File: config.mk
export PLATFORM = sky130hd
export DESIGN_NAME = ex_mem_stage
export DESIGN_NICKNAME = d
export VERILOG_FILES = /design/src/rtl/ex_mem_stage.sv
export SDC_FILE = /design/constraint.sdc
export NUM_CORES = 1
export LEC_CHECK = 0
export ABC_CLOCK_PERIOD_IN_PS = 2360
export BUFFER_PORTS_ARGS = -buffer_cell sky130_fd_sc_hd__buf_2
export CELL_PAD_IN_SITES_DETAIL_PLACEMENT = 1
export CELL_PAD_IN_SITES_GLOBAL_PLACEMENT = 1
export CORE_ASPECT_RATIO = 1.2
export CORE_MARGIN = 2
export CORE_UTILIZATION = 42
export CTS_CLUSTER_DIAMETER = 120
export DETAILED_ROUTE_END_ITERATION = 10
export PLACE_DENSITY_LB_ADDON = 0.1
export SLEW_MARGIN = 20
export SYNTH_ARGS = -nofsm -noshare
export SYNTH_HDL_FRONTEND = slang
export SYNTH_SLANG_ARGS = --single-unit
File: constraint.sdc
create_clock -name clk -period 2.36 [get_ports clk]
set_input_delay 0.118 -clock clk [delete_from_list [all_inputs] [get_ports clk]]
set_output_delay 0.118 -clock clk [all_outputs]
set_load 0.03 [all_outputs]
File: src/rtl/ex_mem_stage.sv
// Execute-to-memory pipeline stage: captures ALU result and decoded control, resolves
// BEQ/BNE outcome and flags misaligned accesses, with a two-entry (main + skid) buffer.
module ex_mem_stage #(
  parameter int XLEN    = 32,
  parameter int RADDR_W = 5
) (
  input  logic               clk,
  input  logic               rst_n,
  input  logic               flush,
  input  logic               in_valid,
  output logic               in_ready,
  input  logic [XLEN-1:0]    alu_result,
  input  logic               alu_zero,
  input  logic               alu_ready,
  input  logic [RADDR_W-1:0] rd_addr,
  input  logic               reg_write,
  input  logic               mem_read,
  input  logic               mem_write,
  input  logic [XLEN-1:0]    store_data,
  input  logic               branch,
  input  logic               branch_ne,
  output logic               out_valid,
  input  logic               out_ready,
  output logic [XLEN-1:0]    out_result,
  output logic [RADDR_W-1:0] out_rd_addr,
  output logic               out_reg_write,
  output logic               out_mem_read,
  output logic               out_mem_write,
  output logic [XLEN-1:0]    out_store_data,
  output logic               out_br_taken,
  output logic               out_misalign
);

  typedef enum logic [1:0] {
    S_EMPTY = 2'd0,
    S_ONE   = 2'd1,
    S_TWO   = 2'd2
  } state_t;

  typedef struct packed {
    logic [XLEN-1:0]    result;
    logic [RADDR_W-1:0] rd_addr;
    logic               reg_write;
    logic               mem_read;
    logic               mem_write;
    logic [XLEN-1:0]    store_data;
    logic               br_taken;
    logic               misalign;
  } entry_t;

  state_t state_q, state_d;
  entry_t main_q, main_d;
  entry_t skid_q, skid_d;
  entry_t in_entry;
  logic   accept;
  logic   pop;

  // in_ready depends only on registered state, gated low while reset is asserted
  assign in_ready  = rst_n & (state_q != S_TWO);
  assign out_valid = (state_q != S_EMPTY);
  assign accept    = in_valid & in_ready & alu_ready;
  assign pop       = out_valid & out_ready;

  always_comb begin
    in_entry            = '0;
    in_entry.result     = alu_result;
    in_entry.rd_addr    = rd_addr;
    in_entry.reg_write  = reg_write;
    in_entry.mem_read   = mem_read;
    in_entry.mem_write  = mem_write;
    in_entry.store_data = store_data;
    in_entry.br_taken   = branch & (alu_zero ^ branch_ne);
    in_entry.misalign   = (mem_read | mem_write) & (alu_result[1:0] != 2'b00);
  end

  always_comb begin
    state_d = state_q;
    main_d  = main_q;
    skid_d  = skid_q;
    if (flush) begin
      state_d = S_EMPTY;
      main_d  = '0;
      skid_d  = '0;
    end else begin
      unique case (state_q)
        S_EMPTY: begin
          if (accept) begin
            state_d = S_ONE;
            main_d  = in_entry;
          end
        end
        S_ONE: begin
          if (accept && pop) begin
            main_d = in_entry;
          end else if (accept) begin
            state_d = S_TWO;
            skid_d  = in_entry;
          end else if (pop) begin
            // popped entry is zeroed so no stale control leaks with out_valid=0
            state_d = S_EMPTY;
            main_d  = '0;
          end
        end
        S_TWO: begin
          if (pop) begin
            state_d = S_ONE;
            main_d  = skid_q;
            skid_d  = '0;
          end
        end
        default: begin
          state_d = S_EMPTY;
          main_d  = '0;
          skid_d  = '0;
        end
      endcase
    end
  end

  always_ff @(posedge clk) begin
    if (!rst_n) begin
      state_q <= S_EMPTY;
      main_q  <= '0;
      skid_q  <= '0;
    end else begin
      state_q <= state_d;
      main_q  <= main_d;
      skid_q  <= skid_d;
    end
  end

  assign out_result     = main_q.result;
  assign out_rd_addr    = main_q.rd_addr;
  assign out_reg_write  = main_q.reg_write;
  assign out_mem_read   = main_q.mem_read;
  assign out_mem_write  = main_q.mem_write;
  assign out_store_data = main_q.store_data;
  assign out_br_taken   = main_q.br_taken;
  assign out_misalign   = main_q.misalign;

endmodule

==> results of run 1 <==
## layout make-up
type	instances	area, sq um	share of cell area (%)
clock buffer	26	499	5.82
clock inverter	4	45.0	0.525
inverter	2	7.51	0.0875
multi-input combinational	541	3030	35.3
sequential	150	3000	35.0
timing repair buffer	249	1740	20.3
tap	204	255	2.97
## repair_timing
action                                  CTS  global route
endpoints found under the setup margin    0             0
hold buffers                             71             0
hold endpoints to repair                109             0
## final timing paths
check | from | to | slack (ps)
min reg2reg | out_mem_read$_SDFFE_PP0P_ | out_mem_read$_SDFFE_PP0P_ | 450
max reg2reg | state_q[0]$_SDFFE_PP0P_ | out_store_data[24]$_SDFFE_PP0P_ | 310
min | alu_result[2] | skid_q[44]$_SDFFE_PP0P_ | 10
max | state_q[0]$_SDFFE_PP0P_ | out_valid | 230
## metal layers
| layer | share of wire [%] | wire length (microns) | global-route usage, % | up-vias |
|---|---|---|---|---|
| li1 | - | - | - | 3245 |
| met1 | 41 | 9560 | 33.6 | 3525 |
| met2 | 53 | 12200 | 51.9 | 215 |
| met3 | 4.4 | 1030 | 5.14 | 40 |
| met4 | 1.9 | 441 | 10.5 | 0 |
| met5 | 0 | 0 | 0 | - |
## worst reg2reg max path, delay by kind of cell (launching register included)
family,cells,cell delay [ps]
buf+inv,1,500
compound gates,3,640
flops,1,590
simple gates,1,220
## sequential cells by signal (all words and copies together), names as in the netlist
register / count
state_q: 2
out_br_taken: 1
skid_q: 74
out_rd_addr: 5
out_reg_write: 1
out_mem_read: 1
out_misalign: 1
out_store_data: 32
out_mem_write: 1
out_result: 32
## power breakdown
group / switching, mW / total (mW) / internal [mW]
Sequential: 0.0168 / 2.58 / 2.56
Combinational: 0.347 / 0.574 / 0.227
Clock: 1.02 / 2.57 / 1.55
Total: 1.39 / 5.72 / 4.33
## through the flow
step | power [mW] | setup WS [ps] | hold slack, ps
6_report | 5.72 | 226 | 10.8
2_1_floorplan | 2.90 | 823 | 251
3_5_place_dp | 3.10 | 402 | 385
5_1_grt | 5.90 | 134 | 11.2
4_1_cts | 5.74 | 221 | 0.937
3_3_place_gp | 3.09 | 549 | 374
## placed cells by master (no fill, tap or decap), types with 4 or more instances in the layout
cell type	instances
nand3_1	205
buf_2	156
dfxtp_1	150
nand2_1	81
a22oi_1	72
dlygate4sd3_1	71
a31oi_1	67
o21ai_0	49
o21ai_1	24
clkbuf_16	17
buf_4	15
a21oi_1	8
buf_12	7
a2bb2oi_1	6
clkbuf_1	5
clkbuf_8	4
## cells by family (layout without fill, tap and decap cells)
group                     after synthesis  count (layout)  synth area share (%)
AOI/OAI and AO/OA                     232             232                  23.1
muxes                                   2               2                 0.330
buffers and inverters                  95             281                  7.20
DFF                                   150             150                  46.6
xor gates and xnor gates                1               1                 0.136
and+or+nand+nor                       306             306                  22.7
==> flow_summary.rst, run 1 <==
.. list-table::
   :header-rows: 1

   * - Metric
     - Value
   * - Status
     - finished, final reports clean
   * - Leakage power summed over all cells
     - 3.07 nW
   * - Clock insertion delay at the later pin of the skew report
     - 430 ps
   * - Routability congestion estimate
     - 0.781
   * - Area overhead of the layout relative to synthesis
     - 33.2%
   * - Antenna Nets Post-Route
     - 0
   * - Post-detailed-placement half-perimeter wirelength
     - 13.4 mm
   * - Layout cells sized above 1
     - 22.0%
   * - Synth area leaders
     - dfxtp_1 (47%), nand3_1 (16%), a22oi_1 (8.4%), a31oi_1 (6.5%), nand2_1 (4.7%)
   * - Cell type group with the largest total delay on the critical path
     - buffers and inverters
   * - Crit path capture type
     - output pin
   * - Remaining routing DRC violations
     - 0
   * - Utilization after layout
     - 57.1%
   * - Timing-limited maximum frequency
     - 0.469 GHz
   * - Normalized max-slew margin
     - 60.3%
   * - Via count of the first global-routing pass
     - 7503
   * - Std-Cell Rows
     - 49
   * - Number of top-level pins
     - 157
   * - Mapped Nets
     - 867
   * - Final wirelength
     - 23.3 mm
   * - Commonest cells in the netlist
     - nand3_1 (205), dfxtp_1 (150), nand2_1 (81)
   * - Pwr Density
     - 666 nW/um^2
   * - Resize count post-CTS
     - 0
   * - Die outline area
     - 16400 sq um
   * - Most common cell in the synthesized netlist
     - nand3_1
   * - Fin nets
     - 1042
   * - Aggregate global-route resource usage
     - 28.8%
   * - DRT iter0 DRCs
     - 442
   * - Final standard cell area without fillers
     - 8580 sq um
   * - Final Instance Count excl. Fillers
     - 1176
   * - Startpoint type of the worst setup path
     - register
   * - Largest net degree at the start of global routing
     - 97
   * - Final number of hold-violating endpoints
     - 0
   * - Avg Vias per Cell
     - 5.97
   * - Maximum net fanout on the critical path
     - 13
   * - Placed Instance Area
     - 7330 sq um
   * - Final critical-path share of the clock period
     - 90.4%
   * - Worst path bufs/invs
     - 4
   * - Arrival time of the worst setup path
     - 2020 ps
   * - Antenna violations before repair
     - 0
   * - Total setup violations reported at the end of the flow
     - 0
   * - Slowest stage cell on the critical path
     - dfxtp_1
   * - Cell mode on critical path
     - buf_4
   * - Worst min path class
     - in2reg
   * - Count of cell types in the netlist
     - 36
   * - Post-synthesis cell count
     - 786
   * - Post-synthesis async set-or-reset flop share
     - 0%
   * - Synthesized area per cell
     - 8.20 sq um
   * - Max-cap violations
     - 0
   * - IO Port Bufs
     - 156
   * - Measured slew at the worst slew-check pin
     - 594 ps
   * - Share of the synthesized area in the top cell type
     - 46.6%
   * - Peak per-stage delay on the critical path
     - 440 ps
   * - Post-synth EDFFs
     - 0
   * - Setup tns final
     - 0 ps
   * - Worst EP required
     - 2240 ps
   * - Number of filler instances in the final layout
     - 1803
   * - Post-CTS setup buffer count
     - 0
   * - Cells traversed along the worst timing path
     - buf_4 -> nor2_4 -> buf_4 -> inv_1 -> buf_2
   * - WP depth
     - 5
   * - Maximum clock path buffer count
     - 2
   * - Sequential element share of the synthesized area
     - 46.6%
   * - Clock tree root buffer cell
     - clkbuf_16
   * - Vias post-DR
     - 7025
   * - Reg clk slew, reported paths
     - 60 ps
   * - Top flip-flop cell by instance count after synthesis
     - dfxtp_1
   * - Type of the worst setup path
     - reg2out
   * - Die height
     - 140 microns
   * - Depth of the worst hold-timing path
     - 3
   * - Area inside the core boundary
     - 15000 sq um
   * - Die outline width
     - 117 microns
   * - Final antenna diode count
     - 0
   * - TritonCTS clock tree
     - built
   * - Wire length of the first global-routing pass
     - 37.5 mm
   * - Level count of the clock H-tree
     - 4
   * - Synth Warn #
     - 0
   * - Maximum VDD drop
     - 0.444 mV
   * - Flops & latches, synth
     - 150
   * - Grt total ovfl
     - 0
   * - Pins Over Slew Limit
     - 0
   * - Routed wirelength normalized by instance count
     - 19.8 microns
   * - Effective utilization at floorplan
     - 42.9%
   * - Cell type with the highest aggregate area in the netlist
     - dfxtp_1
   * - Clock buffer count from CTS
     - 17
   * - Length in cells of the worst reg-to-reg path
     - 5
   * - RSZ-0062 raised after global routing
     - false
   * - Clock period minus worst slack
     - 2130 ps
   * - Placed Cells
     - 1075
   * - Area of the mapped netlist
     - 6440 sq um
   * - Drt pass-1 iters
     - 5
   * - Largest clock skew in the final design
     - 4.84 ps
   * - Clock Sinks
     - 150
Power figures use the tool's default switching activity.
==> inputs of run 2 (changes only) <==
--- a/config.mk
+++ b/config.mk
@@ -10,7 +10,6 @@
 export CELL_PAD_IN_SITES_DETAIL_PLACEMENT = 1
 export CELL_PAD_IN_SITES_GLOBAL_PLACEMENT = 1
 export CORE_ASPECT_RATIO = 1.2
-export CORE_MARGIN = 2
 export CORE_UTILIZATION = 42
 export CTS_CLUSTER_DIAMETER = 120
 export DETAILED_ROUTE_END_ITERATION = 10
==> run 2 against run 1 <==
Against the previous run:
- clock skew about the same
- final cell count rose by 0.26%
- non-clock buffer count is 3 higher
- register-to-register slack got worse by 90 ps
- sequential cell count unchanged
- global-route usage increased by 0.18 points
- critical path depth unchanged
- fmax fell by 3.8%
- sequential power is essentially flat
- sequential share of layout area rose by 0.15 points
- critical endpoint is now in_ready
- highest routed layer unchanged
==> flow_summary.rst, run 2 (synthesis gave the netlist of run 1 again) <==
.. list-table::
   :header-rows: 1

   * - Metric
     - Value
   * - Status
     - finished, final reports clean (unchanged)
   * - Die outline area
     - 15800 sq um (was 16400 sq um)
   * - Total setup violations reported at the end of the flow
     - 0 (unchanged)
   * - Area inside the core boundary
     - 15000 sq um (about the same)
   * - Most common cell after layout, fill and taps aside
     - nand3_1 (unchanged)
   * - Antenna Nets Post-Route
     - 0 (unchanged)
   * - Most flops, register
     - skid_q (unchanged)
   * - Die outline width
     - 115 microns (was 117 microns)
   * - Maximum clock path buffer count
     - 2 (unchanged)
   * - Max-cap violations
     - 0 (unchanged)
   * - Measured slew at the worst slew-check pin
     - 684 ps (was 594 ps)
   * - Grt total ovfl
     - 0 (unchanged)
   * - Setup tns final
     - 0 ps (unchanged)
   * - Critical path origin
     - state_q[1]$_SDFFE_PP0P_ (was state_q[0]$_SDFFE_PP0P_)
   * - Startpoint type of the worst setup path
     - register (unchanged)
   * - Reg-to-reg endpoint
     - out_result[13]$_SDFFE_PP0P_ (was out_store_data[24]$_SDFFE_PP0P_)
   * - Final antenna diode count
     - 0 (unchanged)
   * - Worst R2R Start
     - state_q[0]$_SDFFE_PP0P_ (unchanged)
   * - Overall power after layout
     - 5.60 mW (was 5.72 mW)
   * - PnR worst setup slack
     - 142 ps (was 226 ps)
   * - Maximum VDD drop
     - 0.393 mV (was 0.444 mV)
   * - Clock tree root buffer cell
     - clkbuf_16 (unchanged)
   * - Std-Cell Rows
     - 49 (unchanged)
   * - Clock Sinks
     - 150 (unchanged)
   * - Routability congestion estimate
     - 0.775 (was 0.781)
   * - Timing-limited maximum frequency
     - 0.451 GHz (was 0.469 GHz)
   * - Worst min path class
     - in2reg (unchanged)
   * - Antenna violations before repair
     - 0 (unchanged)
   * - Type of the worst setup path
     - reg2out (unchanged)
   * - Level count of the clock H-tree
     - 4 (unchanged)
   * - Via count of the first global-routing pass
     - 7234 (was 7503)
   * - Post-detailed-placement half-perimeter wirelength
     - 13.4 mm (about the same)
   * - Effective utilization at floorplan
     - 43.1% (was 42.9%)
   * - Number of top-level pins
     - 157 (unchanged)
   * - Remaining routing DRC violations
     - 0 (unchanged)
   * - Pins Over Slew Limit
     - 0 (unchanged)
   * - Crit path capture type
     - output pin (unchanged)
   * - Final critical-path share of the clock period
     - 94.0% (was 90.4%)
   * - Vias post-DR
     - 6931 (was 7025)
   * - Setup slack of the worst register-to-register path
     - 220 ps (was 310 ps)
   * - Clock period minus worst slack
     - 2220 ps (was 2130 ps)
   * - Area of the multi-input gates
     - 3030 sq um (unchanged)
   * - Utilization after layout
     - 57.1% (about the same)
   * - Arrival time of the worst setup path
     - 2100 ps (was 2020 ps)
   * - Layout cells sized above 1
     - 22.2% (was 22.0%)
   * - Wire length of the first global-routing pass
     - 36.0 mm (was 37.5 mm)
   * - Fin nets
     - 1045 (was 1042)
   * - Number of flip-flops under the largest register name
     - 74 (unchanged)
   * - Worst EP required
     - 2240 ps (about the same)
   * - Routed wirelength normalized by instance count
     - 19.1 microns (was 19.8 microns)
   * - TritonCTS clock tree
     - built (unchanged)
   * - Largest clock skew in the final design
     - 5.20 ps (was 4.84 ps)
   * - Reg clk slew, reported paths
     - 50 ps (was 60 ps)
   * - Clock buffer count from CTS
     - 17 (unchanged)
   * - Area overhead of the layout relative to synthesis
     - 32.6% (was 33.2%)
   * - Final number of hold-violating endpoints
     - 0 (unchanged)
   * - Avg Vias per Cell
     - 5.88 (was 5.97)
   * - Largest net degree at the start of global routing
     - 79 (was 97)
   * - Length in cells of the worst reg-to-reg path
     - 5 (unchanged)
   * - RSZ-0062 raised after global routing
     - false (unchanged)
   * - Post-CTS setup buffer count
     - 0 (unchanged)
   * - Pwr Density
     - 656 nW/um^2 (was 666 nW/um^2)
   * - Leakage power summed over all cells
     - 3.06 nW (was 3.07 nW)
   * - Final wirelength
     - 22.5 mm (was 23.3 mm)
   * - Reg area
     - 3000 sq um (unchanged)
   * - Drt pass-1 iters
     - 5 (unchanged)
   * - Number of filler instances in the final layout
     - 1861 (was 1803)
   * - Maximum net fanout on the critical path
     - 18 (was 13)
   * - Die height
     - 138 microns (was 140 microns)
   * - Leading cell types in the layout, fill and taps excluded
     - nand3_1 (205), buf_2 (156), dfxtp_1 (150), nand2_1 (81), dlygate4sd3_1 (73) (was nand3_1 (205), buf_2 (156), dfxtp_1 (150), nand2_1 (81), a22oi_1 (72))
   * - Aggregate global-route resource usage
     - 29.0% (was 28.8%)
   * - Normalized max-slew margin
     - 54.4% (was 60.3%)
   * - Critical path destination
     - in_ready (was out_valid)
   * - Clock insertion delay at the later pin of the skew report
     - 420 ps (was 430 ps)
   * - Worst slack after detailed placement
     - 237 ps (was 402 ps)
   * - IO Port Bufs
     - 156 (unchanged)
   * - DRT iter0 DRCs
     - 387 (was 442)
[run 2: changes by cell type in the layout (fill, tap and decap cells not counted), sizes merged]
cell / before / now
bufinv: 1 / 0
buf: 178 / 179
dlygate4sd3: 71 / 73
clkinv: 3 / 4
[run 2: worst min-delay path by stage]
stage | end | cells after the start | startpoint
after floorplan | skid_q[10]$_SDFFE_PP0P_ | 2 | store_data[8]
after global placement | skid_q[29]$_SDFFE_PP0P_ | 3 | store_data[27]
after detailed placement | skid_q[2]$_SDFFE_PP0P_ | 3 | store_data[0]
after CTS | state_q[1]$_SDFFE_PP0P_ | 2 | out_ready
after global routing | state_q[1]$_SDFFE_PP0P_ | 2 | out_ready
final | state_q[1]$_SDFFE_PP0P_ | 2 | out_ready
[run 2: area by class of cell]
cell class,count,share of cell area (%)
inverter,2,0.0879
multi-input combinational,541,35.4
timing repair buffer,252,20.1
sequential,150,35.1
clock inverter,4,0.234
tap,204,2.99
clock buffer,26,5.96
[run 2: layer usage]
metal | part of all wire, % | up-vias | track usage [%]
met1 | 43 | 3455 | 33.8
met3 | 4.7 | 31 | 6.78
met5 | 0 | - | 0
met4 | 1.7 | 0 | 11.0
met2 | 50 | 194 | 51.4
li1 | - | 3251 | -
[run 2: timing repair]
| action | 4_1_cts | 5_1_grt |
|---|---|---|
| hold buffers | 73 | 0 |
| hold endpoints to repair | 120 | 0 |
| gates resized for setup | 0 | 0 |
[run 2: metrics by stage]
| stage | cells | hold WS [ps] | instance area, sq um |
|---|---|---|---|
| global route | 1179 | 34.0 | 8540 |
| CTS | 1179 | 6.33 | 8540 |
| floorplan | 786 | 251 | 6440 |
| detailed placement | 1076 | 384 | 7280 |
| global placement | 1076 | 381 | 7280 |
| finish | 1179 | 35.8 | 8540 |
[run 2: critical path, stage by stage, from the launching register on]
cell and delay (ps):
dfxtp_1 430, buf_4 210, nor2b_4 450, buf_4 340, nor2b_1 80, buf_2 180
[run 2: power by group]
group | total (mW) | switching, mW | internal [mW]
sequential | 2.58 | 0.0167 | 2.56
combinational | 0.572 | 0.347 | 0.225
clock | 2.46 | 0.990 | 1.46
total | 5.60 | 1.35 | 4.25
==> inputs of run 3 (changes only) <==
--- a/config.mk
+++ b/config.mk
@@ -13,8 +13,9 @@
 export CORE_UTILIZATION = 42
 export CTS_CLUSTER_DIAMETER = 120
 export DETAILED_ROUTE_END_ITERATION = 10
-export PLACE_DENSITY_LB_ADDON = 0.1
+export PLACE_DENSITY = 0.88
 export SLEW_MARGIN = 20
 export SYNTH_ARGS = -nofsm -noshare
 export SYNTH_HDL_FRONTEND = slang
 export SYNTH_SLANG_ARGS = --single-unit
+export TNS_END_PERCENT = 1
==> run 3 against run 2 <==
Against the previous run:
- sequential share of layout area fell by 0.61 points
- worst hold slack improved by 74 ps
- non-clock buffer count increased by 3
- global-route usage rose by 2.9 points
- critical endpoint unchanged
- largest cell class unchanged
- largest power group is now the clock network
==> flow_summary.rst, run 3 (synthesis gave the netlist of run 1 again) <==
.. list-table::
   :header-rows: 1

   * - Metric
     - Value
   * - Grt total ovfl
     - 0 (unchanged)
   * - Fin nets
     - 1048 (was 1045)
   * - Worst min path class
     - in2reg (unchanged)
   * - Setup tns final
     - 0 ps (unchanged)
   * - Drt pass-1 iters
     - 5 (unchanged)
   * - Largest net degree at the start of global routing
     - 53 (was 79)
   * - Area overhead of the layout relative to synthesis
     - 35.0% (was 32.6%)
   * - Final antenna diode count
     - 0 (unchanged)
   * - Maximum net fanout on the critical path
     - 37 (was 18)
   * - Maximum clock path buffer count
     - 2 (unchanged)
   * - Antenna Nets Post-Route
     - 0 (unchanged)
   * - Final critical-path share of the clock period
     - 88.6% (was 94.0%)
   * - Total setup violations reported at the end of the flow
     - 0 (unchanged)
   * - Antenna violations before repair
     - 0 (unchanged)
   * - Clock Sinks
     - 150 (unchanged)
   * - Max-cap violations
     - 0 (unchanged)
   * - DRT iter0 DRCs
     - 481 (was 387)
   * - Vias post-DR
     - 7168 (was 6931)
   * - Number of top-level pins
     - 157 (unchanged)
   * - Aggregate global-route resource usage
     - 31.9% (was 29.0%)
   * - Std-Cell Rows
     - 49 (unchanged)
   * - Reg clk slew, reported paths
     - 60 ps (was 50 ps)
   * - Normalized max-slew margin
     - 53.5% (was 54.4%)
   * - Clock tree root buffer cell
     - clkbuf_16 (unchanged)
   * - Hold_buf cts
     - 73 (unchanged)
   * - Area inside the core boundary
     - 15000 sq um (unchanged)
   * - Measured slew at the worst slew-check pin
     - 698 ps (was 684 ps)
   * - Timing-limited maximum frequency
     - 0.478 GHz (was 0.451 GHz)
   * - Startpoint type of the worst setup path
     - register (unchanged)
   * - TritonCTS clock tree
     - built (unchanged)
   * - Layout cells sized above 1
     - 22.9% (was 22.2%)
   * - Remaining routing DRC violations
     - 0 (unchanged)
   * - Pins Over Slew Limit
     - 0 (unchanged)
   * - Maximum VDD drop
     - 0.484 mV (was 0.393 mV)
   * - Final wirelength
     - 24.6 mm (was 22.5 mm)
   * - Crit path capture type
     - output pin (unchanged)
   * - Level count of the clock H-tree
     - 4 (unchanged)
   * - Leading cell types in the layout, fill and taps excluded
     - nand3_1 (205), buf_2 (156), dfxtp_1 (150), nand2_1 (81), dlygate4sd3_1 (73) (unchanged)
   * - Effective utilization at floorplan
     - 43.1% (unchanged)
   * - Status
     - finished, final reports clean (unchanged)
   * - RSZ-0062 raised after global routing
     - false (unchanged)
   * - Pwr Density
     - 692 nW/um^2 (was 656 nW/um^2)
   * - Die outline width
     - 115 microns (unchanged)
   * - Avg Vias per Cell
     - 6.05 (was 5.88)
   * - Worst EP required
     - 2240 ps (about the same)
   * - Type of the worst setup path
     - reg2out (unchanged)
   * - Final number of hold-violating endpoints
     - 0 (unchanged)
   * - Leakage power summed over all cells
     - 3.13 nW (was 3.06 nW)
   * - Clock buffer count from CTS
     - 17 (unchanged)
   * - Arrival time of the worst setup path
     - 1970 ps (was 2100 ps)
   * - Via count of the first global-routing pass
     - 7688 (was 7234)
   * - Routability congestion estimate
     - 0.752 (was 0.775)
   * - Die height
     - 138 microns (unchanged)
   * - Most flops, register
     - skid_q (unchanged)
   * - Largest clock skew in the final design
     - 9.33 ps (was 5.20 ps)
   * - Routed wirelength normalized by instance count
     - 20.8 microns (was 19.1 microns)
   * - Number of flip-flops under the largest register name
     - 74 (unchanged)
   * - IO Port Bufs
     - 156 (unchanged)
   * - Clock insertion delay at the later pin of the skew report
     - 430 ps (was 420 ps)
   * - Post-detailed-placement half-perimeter wirelength
     - 13.0 mm (was 13.4 mm)
   * - Wire length of the first global-routing pass
     - 39.1 mm (was 36.0 mm)
   * - Resize count post-CTS
     - 0 (unchanged)
   * - Clock period minus worst slack
     - 2090 ps (was 2220 ps)
   * - Overall power after layout
     - 6.01 mW (was 5.60 mW)
   * - Most common cell after layout, fill and taps aside
     - nand3_1 (unchanged)
   * - Die outline area
     - 15800 sq um (unchanged)
   * - Post-CTS setup buffer count
     - 0 (unchanged)
run 3: changes by cell type in the layout (fill, tap and decap cells not counted):
cell | previous run | this run
clkbuf_1 | 4 | 1
bufinv_16 | 0 | 3
buf_12 | 3 | 7
clkbuf_8 | 5 | 2
clkinv_4 | 0 | 2
clkinvlp_4 | 0 | 2
inv_6 | 0 | 1
buf_4 | 20 | 19
run 3: critical path: stages, from the launching register on:
cell and delay, ps:
dfxtp_1 690, nor2b_4 70, buf_4 290, nor2b_1 240, buf_2 240
run 3: worst paths after layout:
check | slack [ps] | end | cells past startpoint | start
hold reg to reg | 460 | out_misalign$_SDFFE_PP0P_ | 2 | out_misalign$_SDFFE_PP0P_
setup / recovery | 270 | in_ready | 4 | state_q[0]$_SDFFE_PP0P_
setup reg to reg | 310 | out_result[11]$_SDFFE_PP0P_ | 5 | state_q[0]$_SDFFE_PP0P_
hold / removal | 110 | skid_q[1]$_SDFFE_PP0P_ | 4 | branch_ne
run 3: stage by stage:
stage	instances	instance area, sq um	utilization, %	setup WS [ps]	hold WS, ps
after floorplan	786	6440	-	823	251
after global placement	1079	7360	49.2	492	379
after detailed placement	1079	7360	49.2	360	384
after CTS	1184	8700	58.1	361	75.2
after global routing	1184	8700	58.1	184	109
final	1184	8700	58.1	269	110
run 3: report_power, final:
part           total [mW]  switching (mW)  internal (mW)
clock network        2.85            1.13           1.72
registers            2.58          0.0186           2.56
logic               0.591           0.358          0.233
run 3: area by class of cell:
cell class                      instances  area [sq um]
Clock buffer                           20           457
Tap cell                              204           255
Inverter                                2          7.51
Clock inverter                         12           151
Sequential cell                       150          3000
Multi-Input combinational cell        541          3030
Fill cell                            1808          6260
Timing Repair Buffer                  255          1790
run 3: routing by layer:
layer  routed length [microns]  global-route usage [%]  vias up
met5                         0                       0        -
met4                       694                    15.7        0
met3                      1230                    7.35       64
met2                     12700                    56.2      260
met1                     10000                    36.1     3583
li1                          -                       -     3261
